<file path="src/rtl/sized_bypass_fifo_pkg.sv">
// Shared types and defaults for the sized bypass FIFO.
// Default geometry and the per-cycle operation encoding.
package sized_bypass_fifo_pkg;

  localparam int DEF_WIDTH = 8;
  localparam int DEF_DEPTH = 4;
  localparam int DEF_PTR_W = 2;
  localparam int DEF_CNT_W = 3;

  // Effective operation after legality filtering.
  // Encoded as {enq, deq}.
  typedef enum logic [1:0] {
    OP_IDLE = 2'b00,
    OP_DEQ  = 2'b01,
    OP_ENQ  = 2'b10,
    OP_BOTH = 2'b11
  } fifo_op_e;

endpackage

</file>
<file path="src/rtl/sized_fifo_regfile.sv">
// Storage for the sized bypass FIFO: one sync write port, one async read port.
// Ports: CLK, we_i/waddr_i/wdata_i (write), raddr_i -> rdata_o (read).
module sized_fifo_regfile #(
  parameter int p1width     = 8,
  parameter int p2depth     = 4,
  parameter int p3ptr_width = 2
) (
  input  logic                   CLK,
  input  logic                   we_i,
  input  logic [p3ptr_width-1:0] waddr_i,
  input  logic [p1width-1:0]     wdata_i,
  input  logic [p3ptr_width-1:0] raddr_i,
  output logic [p1width-1:0]     rdata_o
);

  logic [p1width-1:0] mem_q [p2depth];

  always_ff @(posedge CLK) begin
    if (we_i) begin
      mem_q[waddr_i] <= wdata_i;
    end
  end

  assign rdata_o = mem_q[raddr_i];

endmodule

</file>
<file path="src/rtl/sized_bypass_fifo.sv">
// Depth-N data FIFO whose empty state passes ENQ data straight to D_OUT.
// Ports: CLK, RST_N, D_IN/ENQ/FULL_N (producer), D_OUT/DEQ/EMPTY_N (consumer), CLR.
module sized_bypass_fifo
  import sized_bypass_fifo_pkg::*;
#(
  parameter int p1width      = DEF_WIDTH,
  parameter int p2depth      = DEF_DEPTH,
  parameter int p3ptr_width  = DEF_PTR_W,
  parameter int p4cntr_width = DEF_CNT_W
) (
  input  logic               CLK,
  input  logic               RST_N,
  input  logic [p1width-1:0] D_IN,
  input  logic               ENQ,
  output logic               FULL_N,
  output logic [p1width-1:0] D_OUT,
  input  logic               DEQ,
  output logic               EMPTY_N,
  input  logic               CLR
);

  localparam logic [p3ptr_width-1:0] PTR_LAST =
    p3ptr_width'(p2depth - 1);
  localparam logic [p4cntr_width-1:0] CNT_LAST =
    p4cntr_width'(p2depth - 1);
  localparam logic [p4cntr_width-1:0] CNT_ONE =
    p4cntr_width'(1);

  logic [p3ptr_width-1:0]  head_q, head_d;
  logic [p3ptr_width-1:0]  tail_q, tail_d;
  logic [p4cntr_width-1:0] count_q, count_d;
  logic                    not_empty_q, not_empty_d;
  logic                    not_full_q, not_full_d;

  logic               bypass;
  logic               do_enq;
  logic               do_deq;
  logic               we;
  logic [p1width-1:0] rdata;
  logic [p3ptr_width-1:0] head_inc;
  logic [p3ptr_width-1:0] tail_inc;
  fifo_op_e           op;

  // Empty with ENQ+DEQ: data flows through without touching storage.
  assign bypass = ENQ && DEQ && !not_empty_q;
  // Enqueue-when-full is dropped even with DEQ, keeping FULL_N registered.
  assign do_enq = ENQ && not_full_q && !bypass;
  assign do_deq = DEQ && not_empty_q;
  assign we     = do_enq && !CLR;
  assign op     = fifo_op_e'({do_enq, do_deq});

  assign head_inc = (head_q == PTR_LAST) ? '0 : head_q + 1'b1;
  assign tail_inc = (tail_q == PTR_LAST) ? '0 : tail_q + 1'b1;

  assign FULL_N  = not_full_q;
  assign EMPTY_N = not_empty_q || ENQ;
  assign D_OUT   = not_empty_q ? rdata : D_IN;

  sized_fifo_regfile #(
    .p1width    (p1width),
    .p2depth    (p2depth),
    .p3ptr_width(p3ptr_width)
  ) u_regfile (
    .CLK    (CLK),
    .we_i   (we),
    .waddr_i(tail_q),
    .wdata_i(D_IN),
    .raddr_i(head_q),
    .rdata_o(rdata)
  );

  always_comb begin
    head_d      = head_q;
    tail_d      = tail_q;
    count_d     = count_q;
    not_empty_d = not_empty_q;
    not_full_d  = not_full_q;
    if (CLR) begin
      head_d      = '0;
      tail_d      = '0;
      count_d     = '0;
      not_empty_d = 1'b0;
      not_full_d  = 1'b1;
    end else begin
      unique case (op)
        OP_BOTH: begin
          head_d = head_inc;
          tail_d = tail_inc;
        end
        OP_ENQ: begin
          tail_d      = tail_inc;
          count_d     = count_q + 1'b1;
          not_empty_d = 1'b1;
          not_full_d  = (count_q != CNT_LAST);
        end
        OP_DEQ: begin
          head_d      = head_inc;
          count_d     = count_q - 1'b1;
          not_empty_d = (count_q != CNT_ONE);
          not_full_d  = 1'b1;
        end
        default: ;
      endcase
    end
  end

  always_ff @(posedge CLK) begin
    if (!RST_N) begin
      head_q      <= '0;
      tail_q      <= '0;
      count_q     <= '0;
      not_empty_q <= 1'b0;
      not_full_q  <= 1'b1;
    end else begin
      head_q      <= head_d;
      tail_q      <= tail_d;
      count_q     <= count_d;
      not_empty_q <= not_empty_d;
      not_full_q  <= not_full_d;
    end
  end

`ifndef SYNTHESIS
  always_ff @(posedge CLK) begin
    if (RST_N && DEQ && !EMPTY_N)
      $warning("Dequeuing from empty fifo");
    if (RST_N && ENQ && !FULL_N)
      $warning("Enqueuing to a full fifo");
  end
`endif

endmodule

</file>
<file path="config.mk">
export PLATFORM = sky130hd
export DESIGN_NAME = sized_bypass_fifo
export DESIGN_NICKNAME = d
export VERILOG_FILES = /design/src/rtl/sized_bypass_fifo_pkg.sv /design/src/rtl/sized_fifo_regfile.sv /design/src/rtl/sized_bypass_fifo.sv
export SDC_FILE = /design/constraint.sdc
export NUM_CORES = 1
export LEC_CHECK = 0
export CAP_MARGIN = 20
export CORE_MARGIN = 2
export CORE_UTILIZATION = 55
export DETAILED_ROUTE_END_ITERATION = 16
export DONT_BUFFER_PORTS = 1
export PLACE_DENSITY = 0.7
export SETUP_SLACK_MARGIN = 0.5
export SLEW_MARGIN = 20
export SYNTH_ARGS = -nofsm -noshare
export SYNTH_HDL_FRONTEND = slang
export SYNTH_SLANG_ARGS = --single-unit
</file>
<file path="constraint.sdc">
create_clock -name CLK -period 2 [get_ports CLK]
set_input_delay 0.4 -clock CLK [delete_from_list [all_inputs] [get_ports CLK]]
set_output_delay 0.4 -clock CLK [all_outputs]
set_load 0.005 [all_outputs]
</file>
-- Word-level counts from Yosys, hierarchy flattened
Memories as Yosys holds them, arrays and structs flattened. A register that Yosys moved wholly into a read port is not among the register bits.
Cells that the tools add are included.
W data, S select, Z words.
- flip-flop bits (word level): 9
- memory bits (writable): 32
- bits of input ports: 13
- output and inout port bits: 10
- memories: 1
- memory list (name ; words ; width ; read ports ; clocked after Yosys merged registers in ; write ports ; RTL line ; text):
    u_regfile.mem_q ; 4 ; 8 ; 1 ; 1 ; 1 ; sized_fifo_regfile.sv:16 ; logic [p1width-1:0] mem_q [p2depth];
- $add $sub $neg: 4
- eq/ne operators: 7
- mux-type cells: 10
- bitwise logic cells: 1
- reductions and logical operators: 14
- operator list (operator ; number):
    $eq A2 B2 Y1 const B ; 4
    $mux W2 ; 4
    $mux W8 ; 1
    $logic_and A1 B1 Y1 ; 6
    $pmux W3 S2 ; 1
    $reduce_or A2 Y1 ; 3
    $add A2 B1 Y2 const B ; 2
    $pmux W1 S2 ; 2
    $add A3 B1 Y3 const B ; 1
    $logic_not A1 Y1 ; 3
    $ne A3 B1 Y1 const B ; 1
    $ne A3 B2 Y1 const B ; 1
    $sub A3 B1 Y3 const B ; 1
    $eq A2 B1 Y1 const B ; 1
    $mux W1 ; 2
    $reduce_bool A2 Y1 ; 1
    $logic_or A1 B1 Y1 ; 1
    $not A1 Y1 ; 1

-- Logic depth before layout (Yosys ltp)
Gate-level depths: netlist (run 1).
- word-level depth: 8
- mapped depth: 8
- depth with buffers taken out: 7

-- Cells and area by module
Synthesis (run 1) repeated with hierarchy kept, for this count alone.
- cells, all modules: 120
- area total of the unflattened synthesis: 1878.1 um^2
- modules (own cells, without submodules) (module ; instances ; cells an instance ; area each (um^2)):
    sized_fifo_regfile ; 1 ; 46 ; 1188.6
    sized_bypass_fifo ; 1 ; 74 ; 689.4

-- Worst setup path after synthesis (run 1)
OpenSTA, ideal clock, no wires.
- path type: register -> register
- from: reg not_empty_q
- to: reg not_empty_q
- arrival time: 1.714 ns
- setup slack: 0.200 ns
- cell stages (with the launch flop): 9
- buffers on the path: 2
- path through: dfxtp_1 > inv_1 > clkbuf_1 > a21o_1 > ha_1 > clkbuf_1 > nor2_1 > and3_1 > a211oi_1
- word-level cells in the longest chain between the ends: 6
- elaborated cells between the ends (all ways): 9
- those cells by class: eq/ne (2); mux (1); reduce/logical (6)
- ends and longest elaborated chain (element ; RTL line ; text):
    start, declared ; sized_bypass_fifo.sv:32 ; logic not_empty_q, not_empty_d;
    start signal, assigned ; sized_bypass_fifo.sv:118 ; not_empty_q <= not_empty_d;
    $logic_not A1 Y1 ; sized_bypass_fifo.sv:45 ; assign bypass = ENQ && DEQ && !not_empty_q;
    $logic_and A1 B1 Y1 ; sized_bypass_fifo.sv:45 ;
    $logic_not A1 Y1 ; sized_bypass_fifo.sv:47 ; assign do_enq = ENQ && not_full_q && !bypass;
    $logic_and A1 B1 Y1 ; sized_bypass_fifo.sv:47 ;
    $eq A2 B1 Y1 or $eq A2 B2 Y1 (tied branches) ; sized_bypass_fifo.sv:85 ; unique case (op)
    $pmux W1 S2 or $reduce_bool A2 Y1 (tied branches) ; -- ;
Parallel ways exist; a longest one is shown, timed or not.
A chain may end at the register's enable or synchronous reset.

==> results of run 1 <==
[cells by family after synthesis]
logic type	after synthesis	share of synthesized area, %
AOI/OAI and AO/OA	22	8.435
adders and majority gates	13	8.371
buffers and inverters	14	3.928
DFF	43	60.79
xor gates and xnor gates	1	0.4508
and+or+nand+nor	35	8.371
muxes	17	9.659
[metal layers]
layer / part of all wire [%] / vias to the layer above / global-route usage (%)
li1: - / 550 / -
met1: 39 / 545 / 20.94
met2: 54 / 25 / 32.89
met3: 5.4 / 5 / 4.821
met4: 1.4 / 0 / 7.337
met5: 0 / - / 0
[power groups by stage]
stage	clock network, uW	logic, uW	registers [uW]
global route	427	124	977
floorplan	0	77.5	994
global placement	0	81.1	997
finish	372	112	975
detailed placement	0	82.7	998
CTS	383	101	975
[per-stage QoR]
stage | worst slack (ns) | util, %
after global placement | 0.2747 | 58.59
final | 0.1186 | 65.89
after CTS | 0.1128 | 64.62
after global routing | 0.03939 | 65.89
after floorplan | 0.4346 | -
after detailed placement | 0.2355 | 58.59
[registers in the layout (all words and copies together), names as in the netlist, named ones only]
name and flops:
tail_q 2, head_q 2, u_regfile.mem_q 32, FULL_N 1, count_q 3, not_empty_q 1
[cell usage in the layout, fill, tap and decap left out, types with 3 or more instances in the layout]
| cell | instances |
|---|---|
| edfxtp_1 | 32 |
| nor2_1 | 13 |
| ha_1 | 10 |
| mux2i_1 | 9 |
| mux2_4 | 8 |
| a221o_1 | 8 |
| dfxtp_1 | 8 |
| inv_1 | 6 |
| nand2_1 | 6 |
| clkbuf_4 | 5 |
| buf_6 | 5 |
| a21oi_1 | 4 |
| a211oi_2 | 3 |
[worst max-delay path, stage by stage, from the launching register on]
cell and delay [ns]:
dfxtp_4 0.38, buf_12 0.14, buf_6 0.11, mux2i_1 0.17
nor2_1 0.06, a221o_1 0.29
[final cells by class]
cell class	instances	share of cell area [%]
Clock buffer	5	1.694
Clock inverter	2	0.3953
Inverter	9	1.863
Multi-Input combinational cell	88	35.29
Sequential cell	43	53.70
Tap cell	46	2.597
Timing Repair Buffer	8	4.461
[final timing paths]
check        slack (ns)  depth (start not counted)                    end
max                0.12                          5               D_OUT[0]
min                0.14                          0  u_regfile.mem_q[2][1]
max reg2reg        0.52                          7              tail_q[0]
min reg2reg        0.50                          2              head_q[1]
[what timing repair did]
item	in CTS	in global routing
endpoints found under the setup margin	46	47
gates resized for setup	31	14
setup buffers	7	0
pin swaps	8	2
cloned	0	0
==> run_results.csv, run 1 <==
group,metric,value,unit
layout,ff_latch_area,0.001190,mm2
clock_tree,cts_buffers,5,
timing,setup_viol,0,
logic_synthesis,synthTopCellsByCount,"edfxtp_1, nor2_1, ha_1, dfxtp_1",
floorplan,die-area,0.004025,mm2
logic_synthesis,postSynthCellCount,145,
setup_path,end_kind,"output pin",
timing,hold_slack,0.1427,ns
timing,maxSlewHeadroom,73.41,%
outcome,status,"finished clean",
setup_path,regToRegStartpoint,"not_empty_q",
setup_path,cp.required,1.60,ns
logic_synthesis,synth_cell_types,29,
layout,fin_cells,201,
logic_synthesis,syn_area_per_cell,13.40,um2
timing,timing.fmax,0.5315,GHz
detailed_routing,via_per_inst,5.597,
placed_design,detailed_place_hpwl,2.155,mm
pwr,switching_share,21.34,%
pwr,p_clk_share,25.5,%
logic_synthesis,synthArstFlopShare,0,%
pwr,p_int,1148,uW
layout,nFillCells,273,
timing,hold_violations,0,
logic_synthesis,synth_top_cell_area_share,49.45,%
layout,multiInputGateArea,782.0,um2
floorplan,die_height,63.44,um
pwr,ir_drop,0.4040,mV
grt,grt.total_usage,18.45,%
pwr,p_comb_share,7.7,%
setup_path,cp-start-kind,"flip-flop",
detailed_routing,via_count,1125,
detailed_routing,firstDrtPassIters,4,
setup_path,arrival,1.48,ns
clock_tree,htreeDepth,2,
grt,grt_start_max_net_pins,13,
layout,design_area,0.002216,mm2
grt,grt_first_pass_wirelength,5.457,mm
placed_design,port_buffers,0,
detailed_routing,drt_iter0_drc,34,
placed_design,post-place-cells,187,
clock_tree,cts_tree,"built",
logic_synthesis,synth_area_leaders,"edfxtp_1, dfxtp_1, ha_1, mux2i_1, a221o_1",
setup_path,criticalPathCategory,"flip-flop to output pin",
grt,grt_pass1_vias,1137,
worst_hold_path,hold_start,"D_IN[1]",
placed_design,post_dp_cell_area,0.001971,mm2
logic_synthesis,syn_nets,171,
layout,drive_above_1_share,29.03,%
pwr,p_switching,311.4,uW
floorplan,initial_utilization,57.78,%
timing,finalMaxSlewViolations,0,
clock_tree,cts-root-buf,"clkbuf_4",
timing,period_minus_slack,1.881,ns
logic_synthesis,syn_area,0.001943,mm2
clock_tree,clockBufferDepth,2,
floorplan,rows,21,
clock_tree,clock_sinks,43,
pwr,pwr-share-seq,66.8,%
floorplan,io_pins,23,
setup_path,path_max_fanout,8,
detailed_routing,wl_per_cell,16.64,um
floorplan,die_x,63.44,um
timing,rsz0062_at_grt,"true",
clock_tree,clkTransAtPathRegs,0.11,ns
timing,tns,0,ns
layout,fin_nets,181,
grt,antenna_found_initial,0,
layout,syn_to_final_growth,14.04,%
timing,clock_skew,0.01131,ns
worst_hold_path,holdCritPathClass,"input pin to flip-flop",
pwr,p_total,1459,uW
detailed_routing,routed_wl,3.345,mm
logic_synthesis,synth_seq_area_share,60.79,%
logic_synthesis,ys.flop_type,"edfxtp_1",
detailed_routing,ant_nets,0,
flow_run,cap_violations,0,
floorplan,core-area,0.003363,mm2
detailed_routing,route.detailed.drc,0,
timing,layout_worst_path_cycle_share,94.07,%
logic_synthesis,yosysMostFrequentCell,"edfxtp_1",
pwr,p_leak,0.0007967,uW
logic_synthesis,yosys.area.top_type,"edfxtp_1",
grt,gr-total-overflow,0,
placed_design,gp_congestion,0.7228,
clock_tree,insertion_delay,0.34,ns
clock_tree,cts_hold_buf,0,
logic_synthesis,ys_warn_count,0,
logic_synthesis,synth_edf_count,32,
pwr,p_per_area,658.4,mW/mm2
logic_synthesis,ys_ff_latch,43,
timing,worst_pin_slew,0.3989,ns
layout,diodes,0,
Power figures use the tool's default switching activity.
==> run 2, diff against run 1 <==
- CORE_UTILIZATION: 55 -> 60
- PLACE_DENSITY: 0.7 -> 0.76
==> run 2 against run 1 <==
Setup slack worse by 0.057 ns; die area down 7.8%; final area up 5.4%; hold slack worse by 0.010 ns; global-route usage up 1.9 points; critical endpoint unchanged; clock power up 40%; highest routed layer unchanged.
==> run_results.csv, run 2 (synthesis gave the netlist of run 1 again) <==
group,metric,value,unit
floorplan,die_height,60.91,um
layout,nFillCells,194,
layout,fin_nets,186,
setup_path,end_kind,"output pin",
pwr,ir_drop,0.4850,mV
setup_path,path_max_fanout,6,
grt,antenna_found_initial,0,
detailed_routing,via_count,1194,
timing,finalMaxSlewViolations,0,
layout,ff_latch_area,0.001190,mm2
timing,tns,0,ns
setup_path,cp.required,1.60,ns
timing,worst_pin_slew,0.4153,ns
timing,clock_skew,0.01319,ns
worst_hold_path,holdCritPathClass,"input pin to flip-flop",
clock_tree,htreeDepth,2,
detailed_routing,wl_met3,173,um
grt,grt_start_max_net_pins,14,
setup_path,criticalPathCategory,"flip-flop to output pin",
detailed_routing,firstDrtPassIters,5,
floorplan,initial_utilization,63.13,%
pwr,p_leak,0.0008359,uW
floorplan,die_x,60.91,um
pwr,p_per_area,696.8,mW/mm2
detailed_routing,wl_per_cell,18.34,um
floorplan,core-area,0.003078,mm2
timing,layout_worst_path_cycle_share,96.93,%
clock_tree,cts_buffers,5,
detailed_routing,wl_met2,2.073,mm
placed_design,port_buffers,0,
detailed_routing,ant_nets,0,
floorplan,die-area,0.003710,mm2
grt,grt_first_pass_wirelength,5.216,mm
timing,maxSlewHeadroom,72.32,%
detailed_routing,drt_iter0_drc,36,
layout,drive_above_1_share,34.16,%
layout,final_common_cell,"edfxtp_1",
setup_path,cp_slowest_stage_delay,0.40,ns
setup_path,path_cells,"buf_12 -> mux2_2 -> a221o_1",
clock_tree,clockBufferDepth,2,
clock_tree,cts_tree,"built",
clock_tree,clock_sinks,43,
detailed_routing,dr.max_layer_used,"met4",
layout,top_regs,"u_regfile.mem_q (32), count_q (3)",
setup_path,slowest_stage,"dfxtp_4",
clock_tree,clkTransAtPathRegs,0.13,ns
detailed_routing,route.detailed.drc,0,
layout,diodes,0,
layout,largest_reg_flops,32,
timing,hold_violations,0,
placed_design,gp_congestion,0.7186,
grt,grt_pass1_vias,1125,
clock_tree,insertion_delay,0.35,ns
detailed_routing,wl_met1,1.464,mm
detailed_routing,routed_wl,3.760,mm
floorplan,io_pins,23,
layout,multiInputGateArea,822.0,um2
outcome,status,"finished clean",
timing,hold_slack,0.1322,ns
setup_path,arrival,1.54,ns
floorplan,rows,20,
timing,period_minus_slack,1.939,ns
flow_run,cap_violations,0,
setup_path,cp-start-kind,"flip-flop",
layout,final_cell_mix,"edfxtp_1, nor2_1, ha_1",
timing,setup_viol,0,
clock_tree,cts_hold_buf,0,
detailed_routing,via_per_inst,5.824,
layout,syn_to_final_growth,20.22,%
timing,rsz0062_at_grt,"true",
placed_design,detailed_place_hpwl,2.127,mm
timing,timing.fmax,0.5158,GHz
grt,grt.total_usage,20.40,%
layout,largest_register,"u_regfile.mem_q",
clock_tree,cts-root-buf,"clkbuf_4",
grt,gr-total-overflow,0,
run 2: path summary, 6_finish.rpt:
kind	startpoint	cells after the start	end	slack, ns
worst max register to register	not_empty_q	7	tail_q[0]	0.46
worst max-delay path	flip-flop	3	D_OUT[0]	0.06
worst min register to register	tail_q[1]	2	tail_q[1]	0.51
worst min-delay path	D_IN[1]	0	u_regfile.mem_q[1][1]	0.13
run 2: cell type report:
class / instances / share of cell area (%)
clock buffers: 5 / 1.607
clock inverters: 3 / 1.660
inverters: 9 / 2.196
multi-input cells: 88 / 35.19
flip-flops and latches: 43 / 50.94
well taps: 44 / 2.357
repair buffers: 13 / 6.053
run 2: layer usage:
layer | GRT usage (%) | up-vias
met1 | 22.83 | 596
li1 | - | 556
met5 | 0 | -
met2 | 36.56 | 36
met3 | 6.823 | 6
met4 | 6.522 | 0
run 2: stage by stage:
stage | area [um2] | util [%] | setup slack [ns] | std cells | total power, uW
2_1_floorplan | 1968 | - | 0.4346 | 145 | 1072
3_3_place_gp | 1961 | 63.70 | 0.2769 | 184 | 1076
3_5_place_dp | 1961 | 63.70 | 0.2613 | 184 | 1081
4_1_cts | 2163 | 70.28 | 0.09325 | 200 | 1598
5_1_grt | 2336 | 75.89 | 0.003695 | 205 | 1688
6_report | 2336 | 75.89 | 0.06140 | 205 | 1628
run 2: worst max-delay path, delay by kind of cell (launching register included):
kind / cells / cell delay, ns
multiplexers: 1 / 0.34
AO/OA/AOI/OAI: 1 / 0.34
flip-flops: 1 / 0.40
buffers and inverters: 1 / 0.13
run 2: power by group:
part	internal, uW	leakage [uW]	switching, uW	total [uW]
logic	66.0	0.000414	65.2	131
clock network	257	0.0000426	264	521
registers	967	0.000379	8.36	976
run 2: timing repair:
action	CTS	global route
setup endpoints to repair	46	47
pin swaps	7	11
buffers inserted	8	5
cloned	0	0
resized for setup	20	31
==> run 3, diff against run 2 <==
- CELL_PAD_IN_SITES_DETAIL_PLACEMENT: unset -> 1
- CELL_PAD_IN_SITES_GLOBAL_PLACEMENT: unset -> 2
- CORE_UTILIZATION: 60 -> 43
- PLACE_DENSITY: 0.76 -> unset
- PLACE_DENSITY_LB_ADDON: unset -> 0.1
==> run 3 against run 2 <==
Via count rose by 1.6%; clock-buffer cell count rose by 1; clock power rose by 27%; sequential share of layout area fell by 4.2 points; clock skew fell by 0.0058 ns; routed wire length rose by 18%; total power rose by 11%; critical endpoint unchanged; largest power group unchanged.
==> run_results.csv, run 3 (synthesis gave the netlist of run 1 again) <==
group,metric,value,unit
grt,grt.total_usage,18.19,%
layout,drive_above_1_share,36.90,%
timing,worst_pin_slew,0.4239,ns
placed_design,gp_congestion,0.7542,
floorplan,die_height,71.22,um
detailed_routing,route.detailed.drc,0,
placed_design,detailed_place_hpwl,2.564,mm
clock_tree,cts-root-buf,"clkbuf_8",
layout,syn_to_final_growth,31.04,%
pwr,ir_drop,0.3671,mV
layout,final_common_cell,"edfxtp_1",
timing,tns,0,ns
floorplan,rows,24,
layout,top_regs,"u_regfile.mem_q (32), count_q (3)",
floorplan,io_pins,23,
timing,period_minus_slack,1.870,ns
pwr,p_per_area,709.3,mW/mm2
setup_path,reg2reg_depth,8,
clock_tree,clkTransAtPathRegs,0.08,ns
layout,final_cell_mix,"edfxtp_1, nor2_1, buf_6",
detailed_routing,ant_nets,0,
clock_tree,cts_buffers,5,
detailed_routing,via_per_inst,5.514,
worst_hold_path,holdCritPathClass,"input pin to flip-flop",
timing,clock_skew,0.007355,ns
timing,layout_worst_path_cycle_share,93.50,%
floorplan,initial_utilization,44.63,%
timing,hold_violations,0,
placed_design,post_dp_cell_area,0.002021,mm2
timing,finalMaxSlewViolations,0,
placed_design,port_buffers,0,
floorplan,core-area,0.004354,mm2
clock_tree,cts_tree,"built",
setup_path,cp.required,1.60,ns
detailed_routing,firstDrtPassIters,4,
detailed_routing,drt_iter0_drc,120,
layout,ff_latch_area,0.001190,mm2
clock_tree,htreeDepth,2,
detailed_routing,wl_per_cell,20.10,um
grt,grt_first_pass_wirelength,6.831,mm
layout,multiInputGateArea,853.3,um2
setup_path,end_kind,"output pin",
layout,design_area,0.002546,mm2
flow_run,cap_violations,0,
clock_tree,cts_hold_buf,0,
detailed_routing,via_count,1213,
timing,setup_viol,0,
timing,timing.fmax,0.5348,GHz
floorplan,die_x,71.22,um
pwr,p_leak,0.0009163,uW
floorplan,die-area,0.005072,mm2
timing,rsz0062_at_grt,"true",
grt,grt_start_max_net_pins,13,
layout,fin_nets,194,
layout,largest_reg_flops,32,
setup_path,criticalPathCategory,"flip-flop to output pin",
layout,largest_register,"u_regfile.mem_q",
clock_tree,clock_sinks,43,
setup_path,path_max_fanout,8,
worst_hold_path,hold_depth,0,
layout,diodes,0,
clock_tree,insertion_delay,0.30,ns
detailed_routing,routed_wl,4.422,mm
grt,antenna_found_initial,0,
layout,nFillCells,413,
grt,gr-total-overflow,0,
timing,maxSlewHeadroom,71.74,%
layout,utilization,58.48,%
setup_path,cp-start-kind,"flip-flop",
clock_tree,clockBufferDepth,2,
outcome,status,"finished clean",
grt,grt_pass1_vias,1268,
setup_path,arrival,1.47,ns
[run 3: cell type report]
| type | count | area share [%] |
|---|---|---|
| inverters | 9 | 2.162 |
| well taps | 52 | 2.555 |
| multi-input cells | 88 | 33.51 |
| clock inverters | 1 | 1.179 |
| repair buffers | 21 | 11.01 |
| clock buffers | 6 | 2.850 |
| flip-flops and latches | 43 | 46.73 |
[run 3: worst paths after layout]
check	slack [ns]	start	end
hold reg to reg	0.51	count_q[2]	count_q[2]
hold / removal	0.19	D_IN[2]	u_regfile.mem_q[1][2]
setup / recovery	0.13	flip-flop	D_OUT[0]
setup reg to reg	0.33	not_empty_q	tail_q[0]
[run 3: per-layer routing]
metal	global-route usage, %	wire [um]	vias to the layer above
met5	0	0	-
met4	6.709	99	0
met1	22.54	1812	608
met3	4.501	169	11
met2	30.86	2340	23
li1	-	-	571
[run 3: critical path, stage by stage, from the launching register on]
cell and delay [ns]:
dfxtp_4 0.40, buf_12 0.14, buf_6 0.10, mux2i_1 0.17, nor2_1 0.06, a221o_1 0.29
[run 3: timing repair]
action | in CTS | in global routing
setup buffers | 14 | 1
resized for setup | 43 | 23
gates cloned | 1 | 0
pin swaps | 11 | 16
setup endpoints to repair | 46 | 47
[run 3: through the flow]
| stage | worst slack (ns) | total power, uW | hold WS, ns | instances |
|---|---|---|---|---|
| 2_1_floorplan | 0.4346 | 1072 | 0.4541 | 145 |
| 3_3_place_gp | 0.2374 | 1084 | 0.4718 | 197 |
| 3_5_place_dp | 0.1623 | 1089 | 0.4991 | 197 |
| 4_1_cts | 0.1196 | 1777 | 0.1877 | 219 |
| 5_1_grt | 0.05902 | 1862 | 0.1767 | 220 |
| 6_report | 0.1300 | 1806 | 0.1854 | 220 |
[run 3: power by group]
| group | internal, uW | switching, uW |
|---|---|---|
| Sequential | 967 | 7.32 |
| Clock | 366 | 295 |
| Combinational | 91.4 | 78.7 |
